File: config.mk
export PLATFORM = sky130hd
export DESIGN_NAME = door_motor_ctrl_flat
export DESIGN_NICKNAME = d
export VERILOG_FILES = /design/src/rtl/door_motor_ctrl_if.sv /design/src/rtl/door_motor_ctrl.sv /design/src/flat_wrapper.sv
export SDC_FILE = /design/constraint.sdc
export NUM_CORES = 1
export LEC_CHECK = 0
export CAP_MARGIN = 5
export CORE_MARGIN = 3
export CORE_UTILIZATION = 62
export CTS_BUF_LIST = sky130_fd_sc_hd__clkbuf_2 sky130_fd_sc_hd__clkbuf_4 sky130_fd_sc_hd__clkbuf_8
export DETAILED_ROUTE_END_ITERATION = 10
export GPL_ROUTABILITY_DRIVEN = 0
export GPL_TIMING_DRIVEN = 0
export HOLD_SLACK_MARGIN = 0.1
export MAX_ROUTING_LAYER = met4
export PLACE_DENSITY = 0.87
export SYNTH_ARGS = -nofsm -noshare
export SYNTH_HDL_FRONTEND = slang
export SYNTH_SLANG_ARGS = --single-unit
export TNS_END_PERCENT = 100
File: constraint.sdc
create_clock -name clk -period 3.4 [get_ports clk]
set_input_delay 0.34 -clock clk [delete_from_list [all_inputs] [get_ports clk]]
set_output_delay 0.34 -clock clk [all_outputs]
set_load 0.1 [all_outputs]
File: src/rtl/door_motor_ctrl_if.sv
// Door actuator signal bundle.
// master: greenhouse controller / sensor side, drives requests, PIRs, limits, fault_clr.
// slave : door_motor_ctrl, drives motor_open, motor_close, door_state, fault.
interface door_motor_ctrl_if;
   logic       open_req;
   logic       close_req;
   logic       pir_in;
   logic       pir_out;
   logic       open_max;
   logic       close_max;
   logic       fault_clr;
   logic       motor_open;
   logic       motor_close;
   logic [2:0] door_state;
   logic       fault;

   modport master (
      output open_req, close_req, pir_in, pir_out, open_max, close_max, fault_clr,
      input  motor_open, motor_close, door_state, fault
   );

   modport slave (
      input  open_req, close_req, pir_in, pir_out, open_max, close_max, fault_clr,
      output motor_open, motor_close, door_state, fault
   );
endinterface

File: src/rtl/door_motor_ctrl.sv
// Door motor sequencer: open / hold / close phases with hold-open timer, obstruction
// reversal on presence while closing, and a latched fault on motion timeout or both
// limit switches asserted together.
// Ports:
//   clk   - system clock, rising edge
//   rst_n - asynchronous active-low reset
//   bus   - door_motor_ctrl_if.slave: requests, PIRs, limit switches, fault_clr in;
//           motor_open, motor_close, door_state, fault out
// Outputs are registered copies of the next-state decode, so they equal a decode of the
// state register and have no combinational path from any input.
module door_motor_ctrl #(
   parameter int unsigned CNT_W        = 16,
   parameter int unsigned HOLD_CYCLES  = 1000,
   parameter int unsigned MOVE_TIMEOUT = 5000
) (
   input  logic               clk,
   input  logic               rst_n,
   door_motor_ctrl_if.slave   bus
);

   typedef enum logic [2:0] {
      StInit     = 3'd0,
      StClosed   = 3'd1,
      StOpening  = 3'd2,
      StOpenHold = 3'd3,
      StClosing  = 3'd4,
      StFault    = 3'd5
   } state_e;

   localparam logic [CNT_W-1:0] MoveLast = CNT_W'(MOVE_TIMEOUT - 1);
   localparam logic [CNT_W-1:0] HoldLast = CNT_W'(HOLD_CYCLES - 1);

   state_e           state_q, state_d;
   logic [CNT_W-1:0] cnt_q, cnt_d;
   logic             motor_open_q, motor_close_q, fault_q;
   logic [2:0]       door_state_q;
   logic             pres, lim_err;

   // open_req counts as presence so a simultaneous open/close request always opens.
   assign pres    = bus.pir_in | bus.pir_out | bus.open_req;
   assign lim_err = bus.open_max & bus.close_max;

   always_comb begin
      state_d = state_q;
      cnt_d   = '0;
      unique case (state_q)
         StInit: begin
            state_d = bus.close_max ? StClosed : StClosing;
         end
         StClosed: begin
            if (pres) state_d = StOpening;
         end
         StOpening: begin
            if (lim_err)               state_d = StFault;
            else if (bus.open_max)     state_d = StOpenHold;
            else if (cnt_q == MoveLast) state_d = StFault;
            else                       cnt_d = cnt_q + 1'b1;
         end
         StOpenHold: begin
            if (pres)                   state_d = StOpenHold;  // re-arm hold timer
            else if (bus.close_req)     state_d = StClosing;
            else if (cnt_q == HoldLast) state_d = StClosing;
            else                        cnt_d = cnt_q + 1'b1;
         end
         StClosing: begin
            if (lim_err)                state_d = StFault;
            else if (pres)              state_d = StOpening;   // reversal beats close_max
            else if (bus.close_max)     state_d = StClosed;
            else if (cnt_q == MoveLast) state_d = StFault;
            else                        cnt_d = cnt_q + 1'b1;
         end
         StFault: begin
            if (bus.fault_clr) state_d = StInit;
         end
         default: state_d = StInit;
      endcase
   end

   always_ff @(posedge clk or negedge rst_n) begin
      if (!rst_n) begin
         state_q       <= StInit;
         cnt_q         <= '0;
         motor_open_q  <= 1'b0;
         motor_close_q <= 1'b0;
         fault_q       <= 1'b0;
         door_state_q  <= 3'd0;
      end else begin
         state_q       <= state_d;
         cnt_q         <= cnt_d;
         motor_open_q  <= (state_d == StOpening);
         motor_close_q <= (state_d == StClosing);
         fault_q       <= (state_d == StFault);
         door_state_q  <= state_d;
      end
   end

   assign bus.motor_open  = motor_open_q;
   assign bus.motor_close = motor_close_q;
   assign bus.fault       = fault_q;
   assign bus.door_state  = door_state_q;

endmodule

File: src/flat_wrapper.sv
// flat-port wrapper written by rule: the top's interface ports become plain ports
module door_motor_ctrl_flat 
#(
   parameter int unsigned CNT_W        = 16,
   parameter int unsigned HOLD_CYCLES  = 1000,
   parameter int unsigned MOVE_TIMEOUT = 5000
)
  (clk, rst_n, bus_open_req, bus_close_req, bus_pir_in, bus_pir_out, bus_open_max, bus_close_max, bus_fault_clr, bus_motor_open, bus_motor_close, bus_door_state, bus_fault);
  door_motor_ctrl_if bus_i ();
  input  logic clk;
  input  logic rst_n;
  input wire logic [$bits(bus_i.open_req)-1:0] bus_open_req;
  input wire logic [$bits(bus_i.close_req)-1:0] bus_close_req;
  input wire logic [$bits(bus_i.pir_in)-1:0] bus_pir_in;
  input wire logic [$bits(bus_i.pir_out)-1:0] bus_pir_out;
  input wire logic [$bits(bus_i.open_max)-1:0] bus_open_max;
  input wire logic [$bits(bus_i.close_max)-1:0] bus_close_max;
  input wire logic [$bits(bus_i.fault_clr)-1:0] bus_fault_clr;
  output wire logic [$bits(bus_i.motor_open)-1:0] bus_motor_open;
  output wire logic [$bits(bus_i.motor_close)-1:0] bus_motor_close;
  output wire logic [$bits(bus_i.door_state)-1:0] bus_door_state;
  output wire logic [$bits(bus_i.fault)-1:0] bus_fault;
  assign bus_i.open_req = bus_open_req;
  assign bus_i.close_req = bus_close_req;
  assign bus_i.pir_in = bus_pir_in;
  assign bus_i.pir_out = bus_pir_out;
  assign bus_i.open_max = bus_open_max;
  assign bus_i.close_max = bus_close_max;
  assign bus_i.fault_clr = bus_fault_clr;
  assign bus_motor_open = bus_i.motor_open;
  assign bus_motor_close = bus_i.motor_close;
  assign bus_door_state = bus_i.door_state;
  assign bus_fault = bus_i.fault;
  door_motor_ctrl #(.CNT_W(CNT_W), .HOLD_CYCLES(HOLD_CYCLES), .MOVE_TIMEOUT(MOVE_TIMEOUT)) u_core (.clk(clk), .rst_n(rst_n), .bus(bus_i));
endmodule
==> results.tsv, run 1 <==
stage	metric	value	unit
timing	grt_setup_unrepaired	false	
global_route	overflow	0	
global_route	grt_pass1_vias	982	
timing	period_minus_slack	2.401	ns
logic_synthesis	synth_flop_cell	dfrtp_1	
logic_synthesis	async_flop_share	100.0	%
timing	report.final.slew_viol_count	0	
cells_and_area	final_nets	161	
timing	fin_skew	0.01251	ns
critical_path	rr_startpoint	u_core.cnt_q[1]	
clock_tree	cts.sinks	22	
logic_synthesis	synth_edf_count	0	
critical_path	crit_start	u_core.state_q[2]	
timing	clock.fmax	416.5	MHz
timing	fin_tns_setup	0	ns
critical_path	max_stage_delay	1.20	ns
critical_path	cp_max_fo	9	
critical_path	path_class	reg2out	
die	die_h	51.79	um
routing	drtAntennaViolNets	0	
clock_tree	cts_max_path_buffers	2	
run	drv_cap	0	
critical_path	crit_path_top_delay_cell	clkdlybuf4s50_1	
logic_synthesis	synthesis.instances	132	
critical_path	endpoint_kind	primary output	
die	dieArea	2682	um2
routing	dr.pass1.iters	4	
die	core_area	1858	um2
logic_synthesis	yosysWarningCount	0	
routing	wl_per_cell	15.41	um
timing	tightest_slew	0.9682	ns
clock_tree	cts_hold_buf	0	
critical_path	critPathBufInv	1	
critical_path	crit_path_start_kind	register	
clock_tree	cts-root-buf	clkbuf_4	
die	start_util	69.97	%
routing	drt-total-wl	2.696	mm
critical_path	path_cells	clkdlybuf4s50_1	
global_route	antenna_found_initial	0	
clock_tree	worst_skew_pair.late_latency	0.32	ns
clock_tree	cts_tree	yes	
cells_and_area	layout_commonest_cell	dfrtp_1	
critical_path	crit_arrival	2.06	ns
routing	drt-initial-drc-count	59	
cells_and_area	drive_above_1_share	14.00	%
power	leakage	0.6508	nW
global_route	track_usage	23.98	%
global_route	grt_max_degree	23	
hold_path	holdCritPathClass	reg2reg	
clock_tree	cts_resized	0	
logic_synthesis	syn_avg_cell_area	9.848	um2
timing	finalCritPeriodShare	70.62	%
clock_tree	cts.clk_slew.worst_paths	0.12	ns
clock_tree	post_cts_buffers	0	
global_route	grt_first_pass_wirelength	4.678	mm
power	max-vdd-ir-drop	0.0006040	V
die	die_w	51.79	um
die	pin_count	15	
hold_path	hold_start	u_core.cnt_q[0]	
cells_and_area	syn_to_final_growth	15.98	%
critical_path	critPathTopFamily	buffers and inverters	
clock_tree	numCtsBuffers	3	
cells_and_area	final_cell_mix	dfrtp_1, nor2_1, clkdlybuf4s50_1, nand3_1, xor2_1	
logic_synthesis	synth_area	1300	um2
logic_synthesis	synth_seq_area_share	42.35	%
timing	finalHoldViolations	0	
timing	hold-worst-slack	0.4924	ns
power	powerDensity	668.1	nW/um2
logic_synthesis	ys_ff_latch	22	
routing	drcViolationCount	0	
routing	vias	1080	
timing	setup_violations	0	
cells_and_area	antenna_cells	0	
critical_path	required	3.06	ns
routing	vias_per_cell	6.171	
logic_synthesis	syn_nets	142	
placed_design	dp.final_hpwl	2.033	mm
placed_design	port_buffers	14	
logic_synthesis	synth_cell_type_count	46	
die	row_count	15	
timing	slew_headroom	35.25	%
clock_tree	cts_max_level	1	
run_status	status	finished, final reports clean	
==> cells by family after synthesis <==
| family | Yosys count | synth area share [%] |
|---|---|---|
| AO/OA/AOI/OAI | 16 | 10.88 |
| XOR/XNOR | 15 | 10.11 |
| adder cells (fa/ha/maj) | 1 | 0.9623 |
| buffers and inverters | 9 | 3.561 |
| flip-flops | 22 | 42.35 |
| multiplexers | 1 | 0.7700 |
| AND/OR/NAND/NOR | 68 | 31.38 |
==> sequential cells by signal, summed over array words and instances, names as in the netlist <==
signal and flops:
u_core.bus.fault 1, u_core.bus.motor_close 1, u_core.bus.motor_open 1, u_core.cnt_q 16
u_core.state_q 3
==> worst reg2reg max path, cell delays in order, from the launching register on <==
cell,delay [ns]
dfrtp_1,0.40
ha_1,0.27
and4_1,0.21
and4_1,0.25
nor2_1,0.09
a22oi_2,0.34
buf_4,0.25
nor2_1,0.07
==> synthesized netlist by cell type, drive strengths merged, types with 3 or more instances <==
library cell / instances / share of area [%]
and3: 6 / 3.0
a211oi: 3 / 1.7
nor2b: 4 / 1.9
nand3: 10 / 3.9
nor3: 4 / 2.4
dfrtp: 22 / 42
buf: 3 / 1.8
nor2: 21 / 6.1
inv: 6 / 1.7
xnor2: 7 / 4.7
xor2: 8 / 5.4
nand2: 5 / 1.4
==> per-stage QoR <==
stage / instance area [um2] / cells / utilization (%) / power, mW / worst slack (ns)
after CTS: 1508 / 175 / 81.14 / 1.006 / 1.018
final: 1508 / 175 / 81.14 / 1.007 / 0.9990
after detailed placement: 1471 / 171 / 79.19 / 0.8670 / 1.230
after global routing: 1508 / 175 / 81.14 / 1.052 / 0.9384
after floorplan: 1300 / 132 / - / 0.7380 / 1.228
after global placement: 1471 / 171 / 79.19 / 0.8484 / 1.330
==> metal layers <==
metal / routed length [um] / vias to the layer above / track usage [%]
met1: 1189 / 512 / 33.02
met4: 49 / 0 / 8.297
met2: 1284 / 53 / 36.23
met3: 174 / 9 / 3.725
li1: - / 506 / -
met5: 0 / - / -
==> area by class of cell <==
cell class / instances / area (um2)
sequential: 22 / 550.5
tap: 25 / 31.28
multi-input combinational: 101 / 703.2
timing repair buffer: 14 / 140.1
clock buffer: 4 / 36.28
inverter: 6 / 22.52
fill: 114 / 350.3
buffer: 3 / 23.77
==> worst paths after layout <==
| path | end | slack, ns | cells past startpoint |
|---|---|---|---|
| max | bus_door_state[2] | 1.0 | 1 |
| min | u_core.cnt_q[0] | 0.49 | 1 |
| max reg2reg | u_core.cnt_q[6] | 1.40 | 7 |
| min reg2reg | u_core.cnt_q[0] | 0.49 | 1 |
| max in group asynchronous | u_core.cnt_q[0] | 2.28 | 1 |
| min in group asynchronous | u_core.state_q[2] | 0.53 | 1 |
==> where the power goes <==
| group | internal [mW] | switching [mW] |
|---|---|---|
| logic | 0.157 | 0.381 |
| clock network | 0.0656 | 0.0788 |
| registers | 0.296 | 0.0292 |
Note: power is estimated with default switching activity, not from simulation.
==> run 2: changes to the inputs <==
--- a/config.mk
+++ b/config.mk
@@ -7,14 +7,14 @@
 export LEC_CHECK = 0
 export CAP_MARGIN = 5
 export CORE_MARGIN = 3
-export CORE_UTILIZATION = 62
+export CORE_UTILIZATION = 57
 export CTS_BUF_LIST = sky130_fd_sc_hd__clkbuf_2 sky130_fd_sc_hd__clkbuf_4 sky130_fd_sc_hd__clkbuf_8
 export DETAILED_ROUTE_END_ITERATION = 10
 export GPL_ROUTABILITY_DRIVEN = 0
 export GPL_TIMING_DRIVEN = 0
 export HOLD_SLACK_MARGIN = 0.1
 export MAX_ROUTING_LAYER = met4
-export PLACE_DENSITY = 0.87
+export PLACE_DENSITY = 0.81
 export SYNTH_ARGS = -nofsm -noshare
 export SYNTH_HDL_FRONTEND = slang
 export SYNTH_SLANG_ARGS = --single-unit
==> constraint.sdc (replaced) <==
create_clock -name clk -period 2.4 [get_ports clk]
set_input_delay 0.24 -clock clk [delete_from_list [all_inputs] [get_ports clk]]
set_output_delay 0.24 -clock clk [all_outputs]
set_load 0.1 [all_outputs]
==> run 2 against run 1 <==
Compared with the run above:
- final cell count increased by 1.1%
- clock skew down 0.010 ns
- first-iteration DRC count shrank 81%
- critical path depth unchanged
- count of clock-buffer cells in the layout unchanged
- worst hold slack got worse by 0.054 ns
- utilization down 7.9 points
- largest power group unchanged
==> results.tsv, run 2 (same netlist as run 1, synthesis figures left out) <==
stage	metric	value	unit
critical_path	required	2.16	ns
clock_tree	cts.clk_slew.worst_paths	0.12	ns
global_route	overflow	0	
placed_design	port_buffers	14	
timing	fin_skew	0.002538	ns
critical_path	path_cells	clkdlybuf4s50_1	
clock_tree	cts-root-buf	clkbuf_4	
timing	finalHoldViolations	0	
power	max-vdd-ir-drop	0.0008967	V
timing	tightest_slew	0.9765	ns
die	dieArea	2890	um2
cells_and_area	largest-register	u_core.cnt_q	
die	die_h	53.76	um
routing	wl_per_cell	14.34	um
routing	highest_layer	met4	
critical_path	critPathBufInv	1	
clock_tree	cts_max_level	1	
cells_and_area	nFillCells	154	
die	core_area	2062	um2
critical_path	endpoint_kind	primary output	
clock_tree	post_cts_buffers	0	
placed_design	pre_cts_ws	0.3759	ns
power	leakage	0.6508	nW
routing	wl_met2	1.162	mm
clock_tree	cts_resized	0	
die	die_w	53.76	um
timing	finalCritPeriodShare	95.00	%
die	row_count	16	
routing	wl_met1	1.247	mm
routing	vias_per_cell	5.718	
hold_path	holdCritPathClass	in2async	
timing	clock.fmax	438.6	MHz
die	start_util	63.05	%
routing	met3_length	97	um
clock_tree	cts.sinks	22	
routing	drtAntennaViolNets	0	
global_route	antenna_found_initial	0	
run_status	status	finished, final reports clean	
cells_and_area	antenna_cells	0	
critical_path	critPathTopFamily	buffers and inverters	
cells_and_area	final_cell_mix	dfrtp_1, nor2_1, clkdlybuf4s50_1, nand3_1, xor2_1	
cells_and_area	final_nets	161	
timing	setup_violations	0	
routing	drt-total-wl	2.538	mm
cells_and_area	syn_to_final_growth	16.17	%
timing	period_minus_slack	2.280	ns
cells_and_area	reg_top3	u_core.cnt_q (16), u_core.state_q (3)	
global_route	grt_pass1_vias	1017	
power	powerDensity	938.0	nW/um2
die	pin_count	15	
critical_path	crit_path_top_delay_cell	clkdlybuf4s50_1	
critical_path	crit_path_start_kind	register	
placed_design	dp.final_hpwl	2.006	mm
cells_and_area	postLayoutCoreUtil	73.24	%
timing	report.final.slew_viol_count	0	
clock_tree	numCtsBuffers	3	
timing	fin_tns_setup	0	ns
global_route	grt_max_degree	23	
clock_tree	worst_skew_pair.late_latency	0.31	ns
routing	dr.pass1.iters	4	
routing	drt-initial-drc-count	11	
cells_and_area	layout_commonest_cell	dfrtp_1	
run	drv_cap	0	
clock_tree	cts_tree	yes	
routing	vias	1012	
clock_tree	cts_hold_buf	0	
clock_tree	cts_max_path_buffers	2	
timing	fin_ws	0.1199	ns
critical_path	path_class	reg2out	
critical_path	max_stage_delay	1.19	ns
timing	slew_headroom	34.70	%
routing	drcViolationCount	0	
cells_and_area	largest_reg_flops	16	
global_route	grt_first_pass_wirelength	4.588	mm
power	total_power	1.417	mW
timing	grt_setup_unrepaired	false	
global_route	track_usage	22.13	%
critical_path	crit_arrival	2.04	ns
critical_path	cp_max_fo	9	
cells_and_area	drive_above_1_share	14.00	%
==> run 2: cell counts in the layout (fill, tap and decap cells not counted) <==
No cell type changed its count.
==> run 2: power breakdown <==
part	total, mW	switching (mW)	internal (mW)
Sequential	0.462	0.0421	0.420
Clock	0.203	0.110	0.0927
Combinational	0.752	0.530	0.222
Total	1.42	0.682	0.735
==> run 2: per-layer routing <==
layer | vias to the layer above | global-route usage (%)
met5 | - | -
met4 | 0 | 8.511
met3 | 5 | 3.324
met2 | 20 | 31.45
met1 | 481 | 31.38
li1 | 506 | -
==> run 2: cell type report <==
| type | instances | area, um2 | area share, % |
|---|---|---|---|
| multi-input combinational | 101 | 703.2 | 46.56 |
| sequential | 22 | 550.5 | 36.45 |
| timing repair buffer | 14 | 140.1 | 9.279 |
| clock buffer | 4 | 36.28 | 2.403 |
| tap | 27 | 33.78 | 2.237 |
| buffer | 3 | 23.77 | 1.574 |
| inverter | 6 | 22.52 | 1.491 |
==> run 2: through the flow <==
step | cells | hold WS, ns | area (um2)
5_1_grt | 177 | 0.5016 | 1510
4_1_cts | 177 | 0.4674 | 1510
2_1_floorplan | 132 | -0.05559 | 1300
6_report | 177 | 0.4388 | 1510
3_5_place_dp | 173 | 0.4825 | 1474
3_3_place_gp | 173 | 0.4721 | 1474
==> run 2: worst paths after layout <==
| kind | endpoint | cells after the start | slack, ns | from |
|---|---|---|---|---|
| setup / recovery | bus_door_state[2] | 1 | 0.12 | u_core.state_q[2] |
| hold / removal | u_core.cnt_q[9] | 1 | 0.44 | rst_n |
| setup reg to reg | u_core.state_q[2] | 6 | 0.45 | u_core.cnt_q[0] |
| hold reg to reg | u_core.cnt_q[0] | 1 | 0.49 | u_core.cnt_q[0] |
| max in group asynchronous | u_core.state_q[1] | 1 | 1.40 | rst_n |
| min in group clk | u_core.cnt_q[0] | 1 | 0.49 | u_core.cnt_q[0] |
==> run 3: changes to the inputs <==
--- a/config.mk
+++ b/config.mk
@@ -6,7 +6,6 @@
 export NUM_CORES = 1
 export LEC_CHECK = 0
 export CAP_MARGIN = 5
-export CORE_MARGIN = 3
 export CORE_UTILIZATION = 57
 export CTS_BUF_LIST = sky130_fd_sc_hd__clkbuf_2 sky130_fd_sc_hd__clkbuf_4 sky130_fd_sc_hd__clkbuf_8
 export DETAILED_ROUTE_END_ITERATION = 10
@@ -15,6 +14,7 @@
 export HOLD_SLACK_MARGIN = 0.1
 export MAX_ROUTING_LAYER = met4
 export PLACE_DENSITY = 0.81
+export SKIP_CTS_REPAIR_TIMING = 1
 export SYNTH_ARGS = -nofsm -noshare
 export SYNTH_HDL_FRONTEND = slang
 export SYNTH_SLANG_ARGS = --single-unit
==> run 3 against run 2 <==
Compared with the run above:
- cell area is the same
- utilization grew 0.72 points
- clock skew grew 0.0051 ns
- critical path depth unchanged
- via count grew 3.1%
- sequential share of layout area unchanged
- power grew 0.50%
- combinational power up 0.5%
- final cell count unchanged
==> results.tsv, run 3 (same netlist as run 1, synthesis figures left out) <==
stage	metric	value	unit
routing	wl_per_cell	14.96	um
critical_path	path_cells	clkdlybuf4s50_1	
timing	fin_skew	0.007607	ns
timing	report.final.slew_viol_count	0	
clock_tree	cts-root-buf	clkbuf_4	
cells_and_area	nFillCells	156	
timing	hold-worst-slack	0.4361	ns
clock_tree	cts_max_level	1	
global_route	grt_first_pass_wirelength	4.629	mm
critical_path	endpoint_kind	primary output	
cells_and_area	largest-register	u_core.cnt_q	
run_status	status	finished, final reports clean	
placed_design	port_buffers	14	
power	clkPwrFrac	14.5	%
die	core_area	2042	um2
power	p_comb_share	53.1	%
hold_path	holdCritPathClass	in2async	
power	max-vdd-ir-drop	0.001198	V
timing	fin_tns_setup	0	ns
timing	finalCritPeriodShare	94.03	%
cells_and_area	layout_commonest_cell	dfrtp_1	
routing	drcViolationCount	0	
timing	slew_headroom	35.36	%
cells_and_area	syn_to_final_growth	16.17	%
run	drv_cap	0	
routing	drtAntennaViolNets	0	
routing	vias	1043	
routing	vias_per_cell	5.893	
cells_and_area	final_cell_mix	dfrtp_1, nor2_1, clkdlybuf4s50_1, nand3_1, xor2_1	
timing	finalHoldViolations	0	
timing	grt_setup_unrepaired	false	
critical_path	required	2.16	ns
cells_and_area	reg_top3	u_core.cnt_q (16), u_core.state_q (3)	
timing	tightest_slew	0.9666	ns
critical_path	crit_arrival	2.02	ns
timing	period_minus_slack	2.257	ns
critical_path	cp_max_fo	9	
die	die_h	49.76	um
routing	drt-total-wl	2.648	mm
die	die_w	49.76	um
die	start_util	63.66	%
routing	dr.pass1.iters	4	
critical_path	crit_path_start_kind	register	
global_route	grt_max_degree	23	
power	switching_share	48.43	%
clock_tree	cts_tree	yes	
critical_path	max_stage_delay	1.19	ns
routing	drt-initial-drc-count	16	
global_route	overflow	0	
global_route	antenna_found_initial	0	
critical_path	path_class	reg2out	
clock_tree	cts.sinks	22	
critical_path	critPathTopFamily	buffers and inverters	
placed_design	place_inst	173	
global_route	track_usage	25.30	%
clock_tree	numCtsBuffers	3	
clock_tree	worst_skew_pair.late_latency	0.31	ns
cells_and_area	stdcell_count	177	
power	powerDensity	942.7	nW/um2
clock_tree	cts.clk_slew.worst_paths	0.13	ns
clock_tree	cts_max_path_buffers	2	
cells_and_area	drive_above_1_share	14.00	%
power	seq_power_share	32.4	%
critical_path	critPathBufInv	1	
die	row_count	16	
timing	fin_ws	0.1433	ns
cells_and_area	final_nets	161	
power	switchingPower	0.6895	mW
die	dieArea	2476	um2
timing	clock.fmax	443.1	MHz
placed_design	dp.final_hpwl	1.947	mm
power	leakage	0.6508	nW
die	pin_count	15	
critical_path	crit_path_top_delay_cell	clkdlybuf4s50_1	
global_route	grt_pass1_vias	1008	
cells_and_area	largest_reg_flops	16	
power	p_int	0.7342	mW
cells_and_area	stdcell_area	1510	um2
cells_and_area	antenna_cells	0	
placed_design	place_area	1474	um2
timing	setup_violations	0	
placed_design	pre_cts_ws	0.3520	ns
run 3: stage by stage:
stage	power [mW]	util [%]
6_report	1.424	73.96
5_1_grt	1.486	73.96
4_1_cts	1.425	73.96
3_5_place_dp	1.226	72.18
3_3_place_gp	1.204	72.18
2_1_floorplan	1.045	-
run 3: path summary, 6_finish.rpt:
path	start	to	slack [ns]	depth (start not counted)
setup / recovery	u_core.state_q[2]	bus_door_state[2]	0.14	1
hold / removal	rst_n	u_core.cnt_q[13]	0.44	1
setup reg to reg	u_core.cnt_q[0]	u_core.bus.fault	0.45	6
hold reg to reg	u_core.cnt_q[0]	u_core.cnt_q[0]	0.49	1
max in group asynchronous	rst_n	u_core.cnt_q[10]	1.40	1
min in group clk	u_core.cnt_q[0]	u_core.cnt_q[0]	0.49	1
run 3: worst reg2reg max path: stages (launching register included):
cell      delay [ns]
dfrtp_1         0.42
ha_1            0.27
and4_1          0.22
and4_1          0.22
or2_2           0.28
a211oi_1        0.36
nor2_1          0.07
run 3: layer usage:
metal  global-route usage (%)  wire length (um)  vias up
met5                        -                 0        -
met4                    9.048                46        0
met3                    3.395               109        6
met2                    38.51              1247       34
met1                    34.52              1244      501
li1                         -                 -      502
run 3: area by class of cell:
class                           count  area, um2  share of cell area, %
Buffer                              3      23.77                  1.574
Multi-Input combinational cell    101      703.2                  46.56
Timing Repair Buffer               14      140.1                  9.279
Inverter                            6      22.52                  1.491
Tap cell                           27      33.78                  2.237
Clock buffer                        4      36.28                  2.403
Sequential cell                    22      550.5                  36.45
run 3: power by group through the flow:
stage               clock network (mW)  registers, mW  logic [mW]
floorplan                            0          0.760       0.285
global placement                     0          0.465       0.739
detailed placement                   0          0.470       0.756
CTS                              0.205          0.462       0.758
global route                     0.219          0.468       0.800
finish                           0.207          0.461       0.756
